**src/rtl/ahb_to_avalon_bridge_pkg.sv**
```systemverilog
// ahb_avalon_pkg: AHB encodings and bridge FSM states shared by the AHB-to-Avalon bridge files
package ahb_avalon_pkg;
  localparam logic [1:0] HTRANS_IDLE   = 2'b00;
  localparam logic [1:0] HTRANS_BUSY   = 2'b01;
  localparam logic [1:0] HTRANS_NONSEQ = 2'b10;
  localparam logic [1:0] HTRANS_SEQ    = 2'b11;
  localparam logic [2:0] HSIZE_BYTE    = 3'd0;
  localparam logic [2:0] HSIZE_HALF    = 3'd1;
  localparam logic [2:0] HSIZE_WORD    = 3'd2;
  localparam logic [2:0] HSIZE_DWORD   = 3'd3;
  localparam logic       HRESP_OKAY    = 1'b0;
  localparam logic       HRESP_ERROR   = 1'b1;
  typedef enum logic [2:0] {IDLE, WR, RD_CMD, RD_WAIT, ERR1, ERR2} bridge_state_t;
endpackage

```
**src/rtl/ahb_to_avalon_bridge_if.sv**
```systemverilog
// ahb_to_avalon_bridge_if: AHB-Lite slave side plus Avalon-MM master side; modport slave = bridge view, master = driver/slave-model view
interface ahb_to_avalon_bridge_if #(parameter int AW = 32, parameter int DW = 32);
  logic            hsel;
  logic [AW-1:0]   haddr;
  logic [1:0]      htrans;
  logic [2:0]      hsize;
  logic            hwrite;
  logic [DW-1:0]   hwdata;
  logic            hready;
  logic            hreadyout;
  logic            hresp;
  logic [DW-1:0]   hrdata;
  logic [AW-1:0]   avm_address;
  logic            avm_read;
  logic            avm_write;
  logic [DW-1:0]   avm_writedata;
  logic [DW/8-1:0] avm_byteenable;
  logic            avm_waitrequest;
  logic [DW-1:0]   avm_readdata;
  logic            avm_readdatavalid;
  modport slave (
    input  hsel, haddr, htrans, hsize, hwrite, hwdata, hready,
    input  avm_waitrequest, avm_readdata, avm_readdatavalid,
    output hreadyout, hresp, hrdata,
    output avm_address, avm_read, avm_write, avm_writedata, avm_byteenable
  );
  modport master (
    output hsel, haddr, htrans, hsize, hwrite, hwdata, hready,
    output avm_waitrequest, avm_readdata, avm_readdatavalid,
    input  hreadyout, hresp, hrdata,
    input  avm_address, avm_read, avm_write, avm_writedata, avm_byteenable
  );
endinterface

```
**src/rtl/ahb_to_avalon_bridge_byteen_decode.sv**
```systemverilog
// ahb_byteen_decode: hsize + low address bits -> byteenable lanes and misaligned/oversize err flag (combinational)
module ahb_byteen_decode #(
  parameter int DW = 32,
  localparam int NB = DW / 8,
  localparam int LB = $clog2(NB)
) (
  input  logic [2:0]    hsize,
  input  logic [LB-1:0] addr_lo,
  output logic [NB-1:0] byteenable,
  output logic          err
);
  logic [NB-1:0] lanes;
  logic [LB-1:0] mask;
  assign lanes      = NB'((32'd1 << (32'd1 << hsize)) - 32'd1);
  assign mask       = LB'((32'd1 << hsize) - 32'd1);
  assign byteenable = lanes << addr_lo;
  assign err        = (hsize > 3'(LB)) || |(addr_lo & mask);
endmodule

```
**src/rtl/ahb_to_avalon_bridge.sv**
```systemverilog
// ahb_to_avalon_bridge: AHB-Lite slave (hclk, async hreset, bus.slave) turning each beat into one Avalon-MM read/write
module ahb_to_avalon_bridge
  import ahb_avalon_pkg::*;
#(
  parameter int AW = 32,
  parameter int DW = 32
) (
  input logic hclk,
  input logic hreset,
  ahb_to_avalon_bridge_if.slave bus
);
  localparam int NB = DW / 8;
  localparam int LB = $clog2(NB);
  bridge_state_t state;
  logic [NB-1:0] be;
  logic err, cap;
  ahb_byteen_decode #(.DW(DW)) u_dec (
    .hsize(bus.hsize),
    .addr_lo(bus.haddr[LB-1:0]),
    .byteenable(be),
    .err(err)
  );
  assign cap = bus.hsel && bus.hready && (bus.htrans == HTRANS_NONSEQ || bus.htrans == HTRANS_SEQ) &&
               (state == IDLE || state == ERR2);
  assign bus.avm_writedata = bus.hwdata;
  always_ff @(posedge hclk or posedge hreset) begin
    if (hreset) begin
      state              <= IDLE;
      bus.hreadyout      <= 1'b1;
      bus.hresp          <= HRESP_OKAY;
      bus.hrdata         <= '0;
      bus.avm_read       <= 1'b0;
      bus.avm_write      <= 1'b0;
      bus.avm_address    <= '0;
      bus.avm_byteenable <= '0;
    end else if (cap) begin
      bus.avm_address    <= {bus.haddr[AW-1:LB], LB'(0)};
      bus.avm_byteenable <= be;
      bus.hreadyout      <= 1'b0;
      bus.hresp          <= err ? HRESP_ERROR : HRESP_OKAY;
      bus.avm_write      <= !err && bus.hwrite;
      bus.avm_read       <= !err && !bus.hwrite;
      state              <= err ? ERR1 : bus.hwrite ? WR : RD_CMD;
    end else begin
      case (state)
        WR: if (!bus.avm_waitrequest) begin
          bus.avm_write <= 1'b0;
          bus.hreadyout <= 1'b1;
          state         <= IDLE;
        end
        RD_CMD: if (!bus.avm_waitrequest) begin
          bus.avm_read <= 1'b0;
          state        <= RD_WAIT;
        end
        RD_WAIT: if (bus.avm_readdatavalid) begin
          bus.hrdata    <= bus.avm_readdata;
          bus.hreadyout <= 1'b1;
          state         <= IDLE;
        end
        ERR1: begin
          bus.hreadyout <= 1'b1;
          state         <= ERR2;
        end
        ERR2: begin
          bus.hresp <= HRESP_OKAY;
          state     <= IDLE;
        end
        default: state <= IDLE;
      endcase
    end
  end
endmodule

```
**src/flat_wrapper.sv**
```systemverilog
// flat-port wrapper written by rule: the top's interface ports become plain ports
module ahb_to_avalon_bridge_flat import ahb_avalon_pkg::*;
#(
  parameter int AW = 32,
  parameter int DW = 32
)
  (hclk, hreset, bus_hsel, bus_haddr, bus_htrans, bus_hsize, bus_hwrite, bus_hwdata, bus_hready, bus_avm_waitrequest, bus_avm_readdata, bus_avm_readdatavalid, bus_hreadyout, bus_hresp, bus_hrdata, bus_avm_address, bus_avm_read, bus_avm_write, bus_avm_writedata, bus_avm_byteenable);
  ahb_to_avalon_bridge_if #(.AW(AW), .DW(DW)) bus_i ();
  input logic hclk;
  input logic hreset;
  input wire logic [$bits(bus_i.hsel)-1:0] bus_hsel;
  input wire logic [$bits(bus_i.haddr)-1:0] bus_haddr;
  input wire logic [$bits(bus_i.htrans)-1:0] bus_htrans;
  input wire logic [$bits(bus_i.hsize)-1:0] bus_hsize;
  input wire logic [$bits(bus_i.hwrite)-1:0] bus_hwrite;
  input wire logic [$bits(bus_i.hwdata)-1:0] bus_hwdata;
  input wire logic [$bits(bus_i.hready)-1:0] bus_hready;
  input wire logic [$bits(bus_i.avm_waitrequest)-1:0] bus_avm_waitrequest;
  input wire logic [$bits(bus_i.avm_readdata)-1:0] bus_avm_readdata;
  input wire logic [$bits(bus_i.avm_readdatavalid)-1:0] bus_avm_readdatavalid;
  output wire logic [$bits(bus_i.hreadyout)-1:0] bus_hreadyout;
  output wire logic [$bits(bus_i.hresp)-1:0] bus_hresp;
  output wire logic [$bits(bus_i.hrdata)-1:0] bus_hrdata;
  output wire logic [$bits(bus_i.avm_address)-1:0] bus_avm_address;
  output wire logic [$bits(bus_i.avm_read)-1:0] bus_avm_read;
  output wire logic [$bits(bus_i.avm_write)-1:0] bus_avm_write;
  output wire logic [$bits(bus_i.avm_writedata)-1:0] bus_avm_writedata;
  output wire logic [$bits(bus_i.avm_byteenable)-1:0] bus_avm_byteenable;
  assign bus_i.hsel = bus_hsel;
  assign bus_i.haddr = bus_haddr;
  assign bus_i.htrans = bus_htrans;
  assign bus_i.hsize = bus_hsize;
  assign bus_i.hwrite = bus_hwrite;
  assign bus_i.hwdata = bus_hwdata;
  assign bus_i.hready = bus_hready;
  assign bus_i.avm_waitrequest = bus_avm_waitrequest;
  assign bus_i.avm_readdata = bus_avm_readdata;
  assign bus_i.avm_readdatavalid = bus_avm_readdatavalid;
  assign bus_hreadyout = bus_i.hreadyout;
  assign bus_hresp = bus_i.hresp;
  assign bus_hrdata = bus_i.hrdata;
  assign bus_avm_address = bus_i.avm_address;
  assign bus_avm_read = bus_i.avm_read;
  assign bus_avm_write = bus_i.avm_write;
  assign bus_avm_writedata = bus_i.avm_writedata;
  assign bus_avm_byteenable = bus_i.avm_byteenable;
  ahb_to_avalon_bridge #(.AW(AW), .DW(DW)) u_core (.hclk(hclk), .hreset(hreset), .bus(bus_i));
endmodule
```
**config.mk**
```make
export PLATFORM = sky130hd
export DESIGN_NAME = ahb_to_avalon_bridge_flat
export DESIGN_NICKNAME = d
export VERILOG_FILES = /design/src/rtl/ahb_to_avalon_bridge_pkg.sv /design/src/rtl/ahb_to_avalon_bridge_if.sv /design/src/rtl/ahb_to_avalon_bridge_byteen_decode.sv /design/src/rtl/ahb_to_avalon_bridge.sv /design/src/flat_wrapper.sv
export SDC_FILE = /design/constraint.sdc
export NUM_CORES = 1
export LEC_CHECK = 0
export CAP_MARGIN = 20
export CORE_AREA = 2 2 82 84
export CTS_BUF_LIST = sky130_fd_sc_hd__clkbuf_4 sky130_fd_sc_hd__clkbuf_8 sky130_fd_sc_hd__clkbuf_16
export DETAILED_ROUTE_END_ITERATION = 8
export DIE_AREA = 0 0 84 86
export DONT_BUFFER_PORTS = 1
export PLACE_DENSITY_LB_ADDON = 0.1
export RECOVER_POWER = 25
export SLEW_MARGIN = 10
export SYNTH_ARGS = -nofsm -noshare
export SYNTH_HDL_FRONTEND = slang
export SYNTH_SLANG_ARGS = --single-unit
```
**constraint.sdc**
```tcl
create_clock -name hclk -period 2.1 [get_ports hclk]
set_input_delay 0.42 -clock hclk [delete_from_list [all_inputs] [get_ports hclk]]
set_output_delay 0.42 -clock hclk [all_outputs]
set_load 0.05 [all_outputs]
```
==> flow_summary_export.csv <==
group,metric,value,unit
yosys,synth_edf_count,0,
yosys,syn_inst,224,
floorplanning,die_x,84,µm
finish,nFillCells,505,
yosys,ys_ff_latch,73,
clocking,cts_root_buf,"clkbuf_8",
timing,setup_viol_count_final,0,
yosys,ys.flop_type,"dfrtp_1",
clocking,cts_buffers,9,
timing,hold_viol,0,
outcome,status,"complete, no violations",
floorplanning,coreArea,6280,µm²
yosys,synth.yosys.seq_area_share,54.5,%
routing,drt_iter0_markers,18,
timing,setup-tns-final,0,ns
yosys,synth_common_cells,"72 x dfrtp_1, 36 x mux2_2, 35 x buf_4",
yosys,async_flop_share,100,%
clocking,ctsLongestPathBuffers,2,
finish,diodes,0,
flow_run,cap_violations,0,
finish,area_growth_syn_to_layout,1.38,%
routing,num_vias,1637,
timing,period_needed,1.72,ns
floorplanning,pin_count,212,
global_route,grt_pass1_wl,10200,µm
timing,fmax,0.580,GHz
clocking,cts_hold_buffers,0,
setup_path,crit_arrival,1.94,ns
yosys,synth_area,3350,µm²
yosys,synth_top_area_cell,"dfrtp_1",
setup_path,cp-start-kind,"flop",
floorplanning,die_area,7220,µm²
routing,drc_errors,0,
clocking,path_clk_slew,0.08,ns
hold_path,min_path_type,"in -> reg",
placed_design,gp_congestion,0.821,
timing,skew,0.00937,ns
finish,design_area,3400,µm²
finish,final_nets,305,
global_route,antenna_found_initial,0,
floorplanning,fp.dieH,86,µm
setup_path,worstPathRequired,2.32,ns
routing,via_per_inst,5.87,
clocking,cts_resized,0,
timing,period_share,82.1,%
power,peakVddDrop,1030,µV
yosys,yosys_warnings,0,
routing,wl,6500,µm
setup_path,path_class,"reg -> reg",
clocking,post_cts_buffers,0,
floorplanning,fp-row-count,29,
timing,slew_violations,0,
clocking,tritoncts,"yes",
timing,rsz0062_at_grt,"false",
yosys,synth_top_area_share,53.8,%
finish,drive_gt1_share,44.6,%
placed_design,portBuffers,0,
yosys,yosysMostFrequentCell,"dfrtp_1",
yosys,ys_types,33,
power,p_leak,1.59,nW
global_route,grtUsageTotal,18.3,%
global_route,grt_max_degree,37,
timing,worst_pin_slew,1.33,ns
power,power.density,2070,nW/µm²
placed_design,hpwlAfterDp,4930,µm
placed_design,place_area,3150,µm²
clocking,clkLatencyLatePin,0.33,ns
placed_design,post-place-ws,0.376,ns
yosys,syn_avg_cell_area,15.0,µm²
yosys,synth.area.top_cells,"dfrtp_1 54%, mux2_4 13%, mux2_2 12%",
setup_path,end_kind,"flop",
timing,slew-limit-headroom,10.9,%
global_route,grt.overflow.total,0,
routing,avgRoutedWirePerCell,23.3,µm
clocking,htreeDepth,3,
setup_path,crit_fanout,20,
clocking,cts.sinks,73,
global_route,grt_pass1_vias,1847,
floorplanning,initial_core_util,53.4,%
routing,ant_nets,0,
timing,layout_setup_ws,0.376,ns
routing,first_pass_iters,4,
## worst max-delay path, stage by stage, from the launching register on
cell     delay (ns)
dfrtp_1        0.54
xor2_4         0.27
nor2_4         0.12
buf_4          0.34
mux2_4         0.34
## cells by family after synthesis
group	Yosys count	share of synthesized area, %
xor+xnor	1	0.821
simple gates	20	5.11
other cells	1	0.112
flops	73	54.5
mux	65	24.9
compound gates	18	3.81
buf+inv	46	10.7
## worst paths after layout
check	cells after the start	end	slack [ns]	startpoint
min in group asynchronous	1	u_core.bus.avm_address[15]	0.26	hreset
max	4	u_core.bus.avm_address[15]	0.38	u_core.state[2]
min reg2reg	2	u_core.bus.hreadyout	0.62	u_core.bus.hreadyout
max in group asynchronous	2	u_core.bus.hrdata[29]	0.86	hreset
max reg2reg	4	u_core.bus.avm_address[15]	0.38	u_core.state[2]
min	1	u_core.state[1]	0.18	bus_hwrite
## area by class of cell
type                       instances  area [µm²]  area share (%)
timing repair buffer               4        38.8            1.14
inverter                           3        12.5           0.368
tap                               77        96.3            2.84
clock buffer                      10         138            4.05
sequential                        73        1830            53.8
multi-input combinational        106        1170            34.4
clock inverter                     6         115            3.39
## power by group
part | leakage (nW) | internal, mW | switching (mW)
logic | 0.534 | 0.702 | 0.340
registers | 0.933 | 1.98 | 2.66
clock network | 0.123 | 0.826 | 0.515
## placed cells by master, fill, tap and decap left out, types with 2 or more instances in the layout
cell and n:
o21ai_0 3, dfrtp_1 72, mux2_4 28, a211oi_1 2
bufinv_16 3, clkbuf_8 10, mux2_2 36, o211ai_1 3
clkinv_4 2, or4b_1 2, o31ai_1 6, nand2_1 3
conb_1 2, nor3b_1 2, nor2_1 2, nor4_1 2
inv_1 2, buf_4 2
## stage by stage
| stage | cells | total power, mW | utilization [%] | hold slack, ns |
|---|---|---|---|---|
| after floorplan | 225 | 5.64 | - | 0.517 |
| after global placement | 263 | 5.66 | 50.2 | 0.405 |
| after global routing | 279 | 7.31 | 54.1 | 0.163 |
| after detailed placement | 263 | 5.73 | 50.2 | 0.418 |
| after CTS | 279 | 7.09 | 54.2 | 0.0481 |
| final | 279 | 7.03 | 54.1 | 0.177 |
## flip-flops by register name, indices dropped and copies added (netlist names)
register	count
u_core.bus.hrdata	32
u_core.bus.avm_address	30
u_core.bus.avm_byteenable	4
u_core.state	3
u_core.bus.avm_read	1
u_core.bus.avm_write	1
u_core.bus.hreadyout	1
u_core.bus.hresp	1
## layer usage
layer	GRT usage (%)	vias to the layer above	part of all wire, %	routed length, µm
met5	0	-	0	0
li1	-	695	-	-
met4	9.53	0	2.2	146
met3	7.80	21	13	829
met1	20.3	784	35	2280
met2	30.3	137	50	3240
Power figures use the tool's default switching activity.
